File: config.mk
export PLATFORM = sky130hd
export DESIGN_NAME = vga_timing_gen_flat
export DESIGN_NICKNAME = d
export VERILOG_FILES = /design/src/rtl/vga_timing_gen_if.sv /design/src/rtl/vga_timing_gen.sv /design/src/flat_wrapper.sv
export SDC_FILE = /design/constraint.sdc
export NUM_CORES = 1
export LEC_CHECK = 0
export ABC_AREA = 0
export BUFFER_PORTS_ARGS = -buffer_cell sky130_fd_sc_hd__buf_2
export CELL_PAD_IN_SITES_DETAIL_PLACEMENT = 0
export CELL_PAD_IN_SITES_GLOBAL_PLACEMENT = 1
export CORE_ASPECT_RATIO = 2
export CORE_MARGIN = 4
export CORE_UTILIZATION = 40
export DETAILED_ROUTE_END_ITERATION = 10
export GPL_ROUTABILITY_DRIVEN = 1
export MAX_ROUTING_LAYER = met4
export PLACE_DENSITY = 0.73
export RECOVER_POWER = 100
export SYNTH_ARGS = -nofsm -noshare
export SYNTH_HDL_FRONTEND = slang
export SYNTH_SLANG_ARGS = --single-unit
File: constraint.sdc
create_clock -name clk -period 2.96 [get_ports clk]
set_input_delay 0.148 -clock clk [delete_from_list [all_inputs] [get_ports clk]]
set_output_delay 0.148 -clock clk [all_outputs]
set_load 0.02 [all_outputs]
File: src/rtl/vga_timing_gen_if.sv
// rtl/vga_timing_gen_if.sv - raster timing bundle between the timing generator and the drawing logic
// Purpose: carries the pixel strobe, raster counters, visible-window flag, sync pins and frame ticks.
// Signals:
//   pix_en      - one-clk pixel strobe, counters advance on the edge where it is high
//   hCount      - horizontal pixel counter
//   vCount      - vertical line counter
//   bright      - (hCount, vCount) inside the visible window
//   hSync       - active-low horizontal sync (delayed)
//   vSync       - active-low vertical sync (delayed)
//   frame_tick  - one-clk pulse at the start of each frame
//   vblank_tick - one-clk pulse at the start of vertical blanking
// Modports: master (timing generator drives), slave (consumers observe).
interface vga_timing_gen_if;
  logic       pix_en;
  logic [9:0] hCount;
  logic [9:0] vCount;
  logic       bright;
  logic       hSync;
  logic       vSync;
  logic       frame_tick;
  logic       vblank_tick;

  modport master (
    output pix_en,
    output hCount,
    output vCount,
    output bright,
    output hSync,
    output vSync,
    output frame_tick,
    output vblank_tick
  );

  modport slave (
    input pix_en,
    input hCount,
    input vCount,
    input bright,
    input hSync,
    input vSync,
    input frame_tick,
    input vblank_tick
  );
endinterface

File: src/rtl/vga_timing_gen.sv
// rtl/vga_timing_gen.sv - VGA raster timing generator with pixel-rate divider, sync delay and frame ticks
// Purpose: divides clk by DIV into a pixel strobe, runs the H_TOTAL x V_TOTAL raster, decodes the
//          visible window and sync pulses, and delays the sync pins by SYNC_DELAY clocks so they line
//          up with a pipelined rgb path.
// Ports:
//   clk   - system clock
//   rst_n - asynchronous active-low reset
//   vga   - vga_timing_gen_if.master: pix_en, hCount, vCount, bright, hSync, vSync,
//           frame_tick, vblank_tick
module vga_timing_gen #(
  parameter int DIV         = 4,
  parameter int H_TOTAL     = 800,
  parameter int H_SYNC      = 96,
  parameter int H_VIS_START = 144,
  parameter int H_VIS_END   = 784,
  parameter int V_TOTAL     = 525,
  parameter int V_SYNC      = 2,
  parameter int V_VIS_START = 35,
  parameter int V_VIS_END   = 515,
  parameter int SYNC_DELAY  = 2
) (
  input  logic             clk,
  input  logic             rst_n,
  vga_timing_gen_if.master vga
);

  localparam int DW = (DIV > 1) ? $clog2(DIV) : 1;

  localparam logic [DW-1:0] DIV_LAST  = DW'(DIV - 1);
  localparam logic [9:0]    H_LAST    = 10'(H_TOTAL - 1);
  localparam logic [9:0]    V_LAST    = 10'(V_TOTAL - 1);
  localparam logic [9:0]    H_SYNC_W  = 10'(H_SYNC);
  localparam logic [9:0]    V_SYNC_W  = 10'(V_SYNC);
  localparam logic [9:0]    H_VS      = 10'(H_VIS_START);
  localparam logic [9:0]    H_VE      = 10'(H_VIS_END);
  localparam logic [9:0]    V_VS      = 10'(V_VIS_START);
  localparam logic [9:0]    V_VE      = 10'(V_VIS_END);
  localparam logic [9:0]    V_BLK_PRE = 10'(V_VIS_END - 1);

  logic [DW-1:0] div_q;
  logic          pix_en;
  logic [9:0]    h_q;
  logic [9:0]    v_q;
  logic [9:0]    h_nxt;
  logic [9:0]    v_nxt;
  logic          h_wrap;
  logic          frame_start;
  logic          vblank_start;
  logic          bright_nxt;
  logic          bright_q;
  logic          hs_raw;
  logic          vs_raw;
  logic          frame_tick_q;
  logic          vblank_tick_q;

  // Pixel-rate divider; with DIV=1 div_q is pinned at 0 so pix_en stays high.
  assign pix_en = (div_q == DIV_LAST);

  always_ff @(posedge clk or negedge rst_n) begin
    if (!rst_n) begin
      div_q <= '0;
    end else if (pix_en) begin
      div_q <= '0;
    end else begin
      div_q <= div_q + 1'b1;
    end
  end

  // Next raster position. Equals the current position on non-pixel clocks, so
  // the decode registers below can load every clock and still track the counters.
  always_comb begin
    h_nxt  = h_q;
    v_nxt  = v_q;
    h_wrap = 1'b0;
    if (pix_en) begin
      if (h_q == H_LAST) begin
        h_nxt  = '0;
        h_wrap = 1'b1;
        v_nxt  = (v_q == V_LAST) ? '0 : v_q + 10'd1;
      end else begin
        h_nxt = h_q + 10'd1;
      end
    end
  end

  assign frame_start  = h_wrap && (v_q == V_LAST);
  assign vblank_start = h_wrap && (v_q == V_BLK_PRE);

  assign bright_nxt = (h_nxt >= H_VS) && (h_nxt < H_VE) &&
                      (v_nxt >= V_VS) && (v_nxt < V_VE);

  always_ff @(posedge clk or negedge rst_n) begin
    if (!rst_n) begin
      h_q           <= '0;
      v_q           <= '0;
      bright_q      <= 1'b0;
      hs_raw        <= 1'b1;
      vs_raw        <= 1'b1;
      frame_tick_q  <= 1'b0;
      vblank_tick_q <= 1'b0;
    end else begin
      h_q           <= h_nxt;
      v_q           <= v_nxt;
      bright_q      <= bright_nxt;
      hs_raw        <= !(h_nxt < H_SYNC_W);
      vs_raw        <= !(v_nxt < V_SYNC_W);
      frame_tick_q  <= frame_start;
      vblank_tick_q <= vblank_start;
    end
  end

  // Sync delay line runs on every clk so the delay is in system clocks, not pixels.
  // It resets to all ones so the pins sit inactive (high) through reset.
  generate
    if (SYNC_DELAY == 0) begin : g_no_delay
      assign vga.hSync = hs_raw;
      assign vga.vSync = vs_raw;
    end else begin : g_delay
      logic [SYNC_DELAY-1:0] hs_pipe;
      logic [SYNC_DELAY-1:0] vs_pipe;

      always_ff @(posedge clk or negedge rst_n) begin
        if (!rst_n) begin
          hs_pipe <= '1;
          vs_pipe <= '1;
        end else begin
          hs_pipe[0] <= hs_raw;
          vs_pipe[0] <= vs_raw;
          for (int i = 1; i < SYNC_DELAY; i++) begin
            hs_pipe[i] <= hs_pipe[i-1];
            vs_pipe[i] <= vs_pipe[i-1];
          end
        end
      end

      assign vga.hSync = hs_pipe[SYNC_DELAY-1];
      assign vga.vSync = vs_pipe[SYNC_DELAY-1];
    end
  endgenerate

  assign vga.pix_en      = pix_en;
  assign vga.hCount      = h_q;
  assign vga.vCount      = v_q;
  assign vga.bright      = bright_q;
  assign vga.frame_tick  = frame_tick_q;
  assign vga.vblank_tick = vblank_tick_q;

endmodule

File: src/flat_wrapper.sv
// flat-port wrapper written by rule: the top's interface ports become plain ports
module vga_timing_gen_flat 
#(
  parameter int DIV         = 4,
  parameter int H_TOTAL     = 800,
  parameter int H_SYNC      = 96,
  parameter int H_VIS_START = 144,
  parameter int H_VIS_END   = 784,
  parameter int V_TOTAL     = 525,
  parameter int V_SYNC      = 2,
  parameter int V_VIS_START = 35,
  parameter int V_VIS_END   = 515,
  parameter int SYNC_DELAY  = 2
)
  (clk, rst_n, vga_pix_en, vga_hCount, vga_vCount, vga_bright, vga_hSync, vga_vSync, vga_frame_tick, vga_vblank_tick);
  vga_timing_gen_if vga_i ();
  input  logic clk;
  input  logic rst_n;
  output wire logic [$bits(vga_i.pix_en)-1:0] vga_pix_en;
  output wire logic [$bits(vga_i.hCount)-1:0] vga_hCount;
  output wire logic [$bits(vga_i.vCount)-1:0] vga_vCount;
  output wire logic [$bits(vga_i.bright)-1:0] vga_bright;
  output wire logic [$bits(vga_i.hSync)-1:0] vga_hSync;
  output wire logic [$bits(vga_i.vSync)-1:0] vga_vSync;
  output wire logic [$bits(vga_i.frame_tick)-1:0] vga_frame_tick;
  output wire logic [$bits(vga_i.vblank_tick)-1:0] vga_vblank_tick;
  assign vga_pix_en = vga_i.pix_en;
  assign vga_hCount = vga_i.hCount;
  assign vga_vCount = vga_i.vCount;
  assign vga_bright = vga_i.bright;
  assign vga_hSync = vga_i.hSync;
  assign vga_vSync = vga_i.vSync;
  assign vga_frame_tick = vga_i.frame_tick;
  assign vga_vblank_tick = vga_i.vblank_tick;
  vga_timing_gen #(.DIV(DIV), .H_TOTAL(H_TOTAL), .H_SYNC(H_SYNC), .H_VIS_START(H_VIS_START), .H_VIS_END(H_VIS_END), .V_TOTAL(V_TOTAL), .V_SYNC(V_SYNC), .V_VIS_START(V_VIS_START), .V_VIS_END(V_VIS_END), .SYNC_DELAY(SYNC_DELAY)) u_core (.clk(clk), .rst_n(rst_n), .vga(vga_i));
endmodule
=== Word level (Yosys, flattened, before mapping) ===
Cells that the tools add are included.

* Muxes and demuxes: 8
* $add $sub $neg: 3
* $lt $le $gt $ge: 6
* Equal/unequal tests: 4
* Reduce and logical (&&, ||, !) cells: 7

{| class="wikitable"
|+ Operator list
! kind !! number
|-
| 2-to-1 mux 10 bit || 5
|-
| == test 10 bit (second input constant) || 3
|-
| adder 10 x 1 -> 10 bit (second input constant) || 2
|-
| less-than comparator 10 bit (second input constant) || 2
|-
| greater-or-equal comparator 10 x 6 -> 1 bit (second input constant) || 1
|-
| greater-or-equal comparator 10 x 8 -> 1 bit (second input constant) || 1
|-
| less-than comparator 10 x 2 -> 1 bit (second input constant) || 1
|-
| less-than comparator 10 x 7 -> 1 bit (second input constant) || 1
|-
| logical AND 1 bit || 5
|-
| adder 2 x 1 -> 2 bit (second input constant) || 1
|-
| == test 2 bit (second input constant) || 1
|-
| zero test 1 bit || 2
|-
| 2-to-1 mux 1 bit || 2
|-
| 2-to-1 mux 2 bit || 1
|}

* Input port bits: 2
* Bits in registers: 31
* Word-level logic and storage cells: 38

=== Logic depth before layout (Yosys ltp) ===
Gate-level depths: netlist of the first run.

* Word-level depth: 7
* Mapped depth: 12
* Gate-level depth less buffers: 9

=== Least setup slack after synthesis of the first run ===
No wires, ideal clock.

* Kind: register to register
* Start: register u_core.v_q[4] (netlist: u_core.vga.vCount[4])
* End: register u_core.bright_q (netlist: u_core.vga.bright)
* Cell stages (with the launch flop): 8
* Setup time: 0.065 ns
* Path slack: 0.239 ns
* Buffers on the path: 0
* Arrival time: 2.656 ns
* Cell sequence: dfrtp_1 or4b_4 or3_4 nor3b_1 a211o_1 or3_1 nor4b_2 o211a_1

* Cells in the longest elaborated chain, start to end: 7
* Elaborated cells between the ends (all ways): 9
* Those cells by class: add/sub: 1; order compare: 2; eq/ne: 1; mux: 3; reduce/logical: 2

{| class="wikitable"
|+ Ends and longest elaborated chain
! element !! line !! source
|-
| start, declared || vga_timing_gen.sv:43 || <nowiki>logic [9:0] v_q;</nowiki>
|-
| start signal, assigned || vga_timing_gen.sv:103 || <nowiki>v_q <= v_nxt;</nowiki>
|-
| adder 10 x 1 -> 10 bit or == test 10 bit (tied branches) || vga_timing_gen.sv:79 || <nowiki>v_nxt = (v_q == V_LAST) ? '0 : v_q + 10'd1;</nowiki>
|-
| 2-to-1 mux 10 bit || vga_timing_gen.sv:79 ||
|-
| 2-to-1 mux 10 bit || vga_timing_gen.sv:76 || <nowiki>if (h_q == H_LAST) begin</nowiki>
|-
| 2-to-1 mux 10 bit (*) || vga_timing_gen.sv:75 || <nowiki>if (pix_en) begin</nowiki>
|-
| greater-or-equal comparator 10 x 6 -> 1 bit || vga_timing_gen.sv:90 || <nowiki>(v_nxt >= V_VS) && (v_nxt < V_VE);</nowiki>
|-
| logical AND 1 bit || vga_timing_gen.sv:89 || <nowiki>assign bright_nxt = (h_nxt >= H_VS) && (h_nxt < H_VE) &&</nowiki>
|-
| logical AND 1 bit (*) || vga_timing_gen.sv:90 ||
|-
| named net u_core.bright_nxt || vga_timing_gen.sv:49 || <nowiki>logic bright_nxt;</nowiki>
|-
| end signal, assigned || vga_timing_gen.sv:104 || <nowiki>bright_q <= bright_nxt;</nowiki>
|-
| end, declared || vga_timing_gen.sv:50 || <nowiki>logic bright_q;</nowiki>
|}

The timed path passes the listed nets; every way through them passes the cells marked *.

=== Worst setup path after layout of the first run ===
* Start: register u_core.v_q[5] (netlist: u_core.vga.vCount[5])
* End: register u_core.bright_q (netlist: u_core.vga.bright)

Same word-level chain as after synthesis.

==> results of run 1 <==
[critical path: stages (launching register included)]
cell,delay (ns)
dfrtp_1,0.44
or4b_4,0.56
or3_4,0.42
nor3b_1,0.17
a211o_1,0.30
or3_1,0.37
nor4b_2,0.26
o211a_1,0.16
[cell type report]
class / instances / area, um2 / area share, %
Sequential cell: 31 / 783 / 42.3
Clock buffer: 5 / 68.8 / 3.72
Multi-Input combinational cell: 113 / 748 / 40.4
Clock inverter: 3 / 15.0 / 0.811
Inverter: 6 / 22.5 / 1.22
Tap cell: 51 / 63.8 / 3.45
Timing Repair Buffer: 34 / 149 / 8.05
[sequential cells by signal, summed over array words and instances, names as in the netlist]
signal / cells
u_core.div_q: 2
u_core.g_delay.hs_pipe: 2
u_core.g_delay.vs_pipe: 2
u_core.hs_raw: 1
u_core.vga.bright: 1
u_core.vga.frame_tick: 1
u_core.vga.hCount: 10
u_core.vga.vCount: 10
u_core.vga.vblank_tick: 1
u_core.vs_raw: 1
[placed cells by master (no fill, tap or decap), types with 3 or more instances in the layout]
cell type  Yosys  routed
a21oi_1        6       6
a31oi_1        4       4
and3_1         7       7
buf_4          0       4
clkbuf_1       6      29
clkbuf_8       0       5
clkinv_2       0       3
dfrtp_1       25      25
dfstp_2        6       6
ha_1           5       5
inv_1          6       6
nand2_1       11      11
nand3_1       11      11
nand4_1        5       5
nor2_1        13      13
o21ai_0        5       5
or2_2          3       3
or3_1          3       3
xnor2_1        9       9
xor2_1         3       3
[per-layer routing]
metal | share of wire [%] | track usage [%] | wire, um | up-vias
met4 | 2.4 | 6.89 | 95 | 0
met2 | 56 | 30.3 | 2230 | 30
li1 | - | - | - | 627
met3 | 3.1 | 2.93 | 124 | 9
met5 | 0 | - | 0 | -
met1 | 38 | 19.2 | 1510 | 636
[where the power goes]
group	internal (mW)	switching [mW]	total [mW]
clock network	0.161	0.164	0.325
registers	0.424	0	0.424
logic	0.00112	0.00823	0.00935
[cell families after synthesis]
logic type / after synthesis / share of synthesized area [%]
flip-flops: 31 / 49.5
multiplexers: 2 / 1.34
XOR/XNOR: 12 / 6.65
AND/OR/NAND/NOR: 66 / 23.7
adder cells (fa/ha/maj): 5 / 3.96
AO/OA/AOI/OAI: 28 / 11.7
buffers and inverters: 13 / 3.16
[per-stage QoR]
step | power (mW) | setup WS (ns) | std cells | utilization (%)
detailed placement | 0.441 | 0.243 | 234 | 46.8
CTS | 0.768 | 0.233 | 243 | 49.2
global placement | 0.441 | 0.294 | 234 | 46.8
floorplan | 0.432 | 0.239 | 157 | -
global route | 0.789 | 0.0847 | 243 | 48.1
finish | 0.758 | 0.225 | 243 | 48.1
[how the worst max path moves through the flow]
stage | end | cells past startpoint | slack (ns)
floorplan | u_core.vga.bright | 7 | 0.24
global placement | u_core.vga.bright | 7 | 0.29
detailed placement | u_core.vga.bright | 7 | 0.24
CTS | u_core.vga.bright | 7 | 0.23
global route | u_core.vga.bright | 7 | 0.08
finish | u_core.vga.bright | 7 | 0.22
[repair_timing]
action,4_1_cts,5_1_grt
hold buffers,1,0
hold endpoints to repair,25,0
endpoints found under the setup margin,0,0
==> metrics.txt, run 1 <==
Starting DRT DRC Count=32; post-place instance area=0.00180 mm2; R2R Path Start=u_core.vga.vCount[5]; hold path depth=0; shortest period the worst path allows=2.74 ns; max cap viols=1; Yosys top cell area share=approximately two fifths; worst hold-check path type=reg -> reg; Leak Pwr=0.845 nW; most area-consuming cells after synthesis=dfrtp_1 40%, dfstp_2 10%, xnor2_1 5.0%, ha_1 4.0%, nand3_1 3.5%; setup TNS=0 ns; status=complete, but fails checks; grt total ovfl=0; clock skew=~0.0027 ns; # IOs=28; Setup Fix Bufs, Post-CTS=0; Layout Nets=198; vias per cell=5.36; flops & latches, synth=31; CTS tree=done; 1st-pass router iterations=4; Setup crit start=u_core.vga.vCount[5]; RePlAce Congestion=a little over 0.9; # fillers=403; Final ANT Viol Nets=0; post-synthesis cell type count=roughly 40; Synth-to-Final Area Change=17.0%; die area=about 0.0051 mm2; failing checks=capacitance limit, slew limit; syn_nets=around 160; RSZ-0062 raised after global routing=no; Startpoint Class=register; WHS Endpoint=u_core.g_delay.vs_pipe[1]; row count=32; sequential share of the synthesized area=49.5%; setup violators final=0; Ant. Diodes=0; Main synth FF type=dfrtp_1; Port Buffers=27; worst slew pin tran=about 1.7 ns; clk_lat worst skew=around 0.28 ns; vias in the first global route=1379; Period Utilization, post-route=92.4%; Required @ worst endpoint=about 3.2 ns; Power Dens Cells=410 mW/mm2; most instantiated cells after synthesis=25 x dfrtp_1, 13 x nor2_1, 11 x nand2_1, 11 x nand3_1, 9 x xnor2_1; vias post-DR=1302; share of cells above drive strength 1=13.5%; global-route wire length before repair=6580 um; Max VDD drop=roughly 0.40 mV; slew margin rel.=-13.2%; Worst Path Arrival=around 3.0 ns; number of enable flip-flop cells after synthesis=0; Root Buffer=clkbuf_8; reg-to-reg setup timing slack=around 0.22 ns; Max clock buf depth=2; Routed WL=between 3000 and 4000 um; core area=0.00384 mm2; initial antenna violation count=0; crit-path max FO=6; fmax=around 0.37 GHz; FF-to-FF End=u_core.vga.bright; Setup crit end kind=register; cell count after synthesis=157; DRC viols=0; YS warnings=0; Yosys top cell by area=dfrtp_1; asr flop ratio synth=100%; die extent in y=between 90 and 100 um; critical path type=reg -> reg; initial core utilization=41.1%; H-tree depth=2; Avg WL per Cell=roughly 16 um; Clock Sinks=31; PostCTS Resize Cnt=0; Detail Placement HPWL=~2900 um; Tot GR Track Use=around 18%; final hold slack=approximately 0.36 ns; Cell Area, Synth=between 0.0015 and 0.002 mm2; Reg2Reg Depth=7; largest net degree at the start of global routing=32; Design Area, Final=0.00185 mm2; Clk pin slew, worst setup/hold paths=0.07 ns; most common cell in the netlist=dfrtp_1; final hold vios=0; Syn Area/Cell=10.1 um2; die width=52.5 um; source of the worst hold timing path=u_core.g_delay.vs_pipe[0]; CTS Buf Count=5; Final Slew Violations=32
(Power assumes the default switching activity.)
==> run 2: changes to the inputs <==
Settings changed: CORE_MARGIN 4 to 2, GPL_TIMING_DRIVEN set to 0.
==> run 2 against run 1 <==
The flow still finishes with violations (capacitance limit, slew limit). Worst setup slack worse by 0.094 ns. Cell area is 0.14% higher. Power is 1.9% higher. Fmax is 3.3% lower. Critical path depth stayed put. Final cell count stayed put. Count of clock-buffer cells in the layout is 2 higher. Clock power is 5% higher. Flip-flop and latch count stayed put. Combinational power is 2% lower. Die area is 11% lower. Critical endpoint unchanged.
==> metrics.txt, run 2 (synthesis results as in run 1) <==
status=complete, but fails checks (unchanged); failing checks=capacitance limit, slew limit (unchanged); CTS Buf Count=5 (unchanged); post-placement setup slack=-0.102 ns (was 0.243 ns); Worst Path Arrival=3.05 ns (was 2.96 ns); die extent in y=92.9 um (was 96.9 um); worst slew pin tran=1.66 ns (was 1.70 ns); Period Utilization, post-route=95.6% (was 92.4%); Clk pin slew, worst setup/hold paths=0.07 ns (about the same); Synth-to-Final Area Change=17.2% (was 17.0%); RePlAce Congestion=0.894 (was 0.907); crit-path max FO=8 (was 6); Avg WL per Cell=15.5 um (was 16.3 um); fin util=48.2% (was 48.1%); vias post-DR=1347 (was 1302); FF-to-FF End=u_core.vga.bright (unchanged); Required @ worst endpoint=3.18 ns (about the same); H-tree depth=2 (unchanged); Power Dens Cells=417 mW/mm2 (was 410 mW/mm2); row count=32 (unchanged); die width=48.5 um (was 52.5 um); Root Buffer=clkbuf_8 (unchanged); initial antenna violation count=0 (unchanged); clk_lat worst skew=0.28 ns (about the same); end point of the critical path=u_core.vga.bright (unchanged); initial core utilization=41.1% (unchanged); Clock Sinks=31 (unchanged); vias in the first global route=1329 (was 1379); Routed WL=3760 um (was 3960 um); Final Slew Violations=32 (unchanged); Startpoint Class=register (unchanged); Tot GR Track Use=19.2% (was 17.5%); slew margin rel.=-10.6% (was -13.2%); max cap viols=1 (unchanged); Final ANT Viol Nets=0 (unchanged); Post-Place Cells=235 (was 234); Setup Fix Bufs, Post-CTS=0 (unchanged); hold path depth=0 (unchanged); R2R Path Start=u_core.vga.vCount[4] (was u_core.vga.vCount[5]); CTS tree=done (unchanged); Ant. Diodes=0 (unchanged); Sw Pwr=0.160 mW (was 0.172 mW); clock skew=0.00584 ns (was 0.00271 ns); global-route wire length before repair=6230 um (was 6580 um); Reg2Reg Depth=7 (unchanged); Max clock buf depth=2 (unchanged); reg-to-reg setup timing slack=0.13 ns (was 0.22 ns); # fillers=419 (was 403); worst hold-check path type=reg -> reg (unchanged); fmax=0.354 GHz (was 0.366 GHz); largest net degree at the start of global routing=32 (unchanged); die area=0.00450 mm2 (was 0.00508 mm2); Setup crit start=u_core.vga.vCount[4] (was u_core.vga.vCount[5]); Final Non-Filler Cells=243 (unchanged); sequential cell area=783 um2 (unchanged); RSZ-0062 raised after global routing=no (unchanged); sequential share of power=54.9% (was 55.9%); Sw Ratio=20.7% (was 22.7%); clock share of power=43.9% (was 42.8%); grt total ovfl=0 (unchanged); Starting DRT DRC Count=20 (was 32); Layout Nets=198 (unchanged); final hold slack=0.356 ns (was 0.355 ns); Setup crit end kind=register (unchanged); share of cells above drive strength 1=12.0% (was 13.5%); Max VDD drop=0.324 mV (was 0.398 mV); DRC viols=0 (unchanged); setup TNS=0 ns (unchanged); total power=0.773 mW (was 0.758 mW); most common cell after layout, fill and taps aside=clkbuf_1 (unchanged); Leak Pwr=0.840 nW (was 0.845 nW); shortest period the worst path allows=2.83 ns (was 2.74 ns); core area=0.00384 mm2 (unchanged); commonest non-fill, non-tap cells in the layout=32 x clkbuf_1, 25 x dfrtp_1, 13 x nor2_1, 11 x nand3_1, 11 x nand2_1 (was 29 x clkbuf_1, 25 x dfrtp_1, 13 x nor2_1, 11 x nand3_1, 11 x nand2_1); final hold vios=0 (unchanged); Multi-input gate area=753 um2 (was 748 um2); Detail Placement HPWL=2850 um (was 2930 um); vias per cell=5.54 (was 5.36); P_int=0.613 mW (was 0.586 mW); Gate power share=1.2% (about the same); Port Buffers=27 (unchanged); 1st-pass router iterations=4 (unchanged); # IOs=28 (unchanged); setup violators final=0 (unchanged); final worst slack=0.131 ns (was 0.225 ns); critical path type=reg -> reg (unchanged); Design Area, Final=0.00185 mm2 (about the same); post-place instance area=0.00178 mm2 (was 0.00180 mm2)
run 2: power groups by stage:
stage	sequential (mW)	clock (mW)	combinational, mW
after floorplan	0.432	0	0.000000354
after global placement	0.432	0	0.00910
after detailed placement	0.432	0	0.00906
after CTS	0.424	0.350	0.0101
after global routing	0.424	0.367	0.0111
final	0.424	0.340	0.00916
run 2: worst min path at each step:
stage,from,endpoint
final,u_core.vs_raw,u_core.g_delay.vs_pipe[0]
after CTS,u_core.vs_raw,u_core.g_delay.vs_pipe[0]
after global routing,u_core.g_delay.hs_pipe[0],u_core.g_delay.hs_pipe[1]
after detailed placement,rst_n,u_core.vga.hCount[0]
after global placement,rst_n,u_core.vga.hCount[0]
after floorplan,rst_n,u_core.div_q[0]
run 2: timing repair:
item / CTS / global route
pin swaps: 0 / 0
hold buffers: 1 / 0
endpoints found under the hold margin: 25 / 0
setup endpoints to repair: 1 / 1
gates resized for setup: 1 / 3
run 2: worst max-delay path: stages, from the launching register on:
cell	delay [ns]
dfrtp_1	0.46
or4b_4	0.58
or3_4	0.42
nor3b_1	0.17
a211o_1	0.32
or3_1	0.38
nor4b_2	0.28
o211a_1	0.16
run 2: layer usage:
layer	global-route usage, %	part of all wire, %	vias up
li1	-	-	632
met1	18.7	37	656
met2	33.2	54	46
met3	2.90	3.8	13
met4	15.7	6.0	0
met5	-	0	-
run 2: layout make-up:
type | count | area share [%]
repair buffers | 28 | 6.01
inverters | 6 | 1.22
clock buffers | 7 | 4.66
multi-input cells | 113 | 40.6
plain buffers | 6 | 1.49
flip-flops and latches | 31 | 42.3
well taps | 51 | 3.44
clock inverters | 1 | 0.270
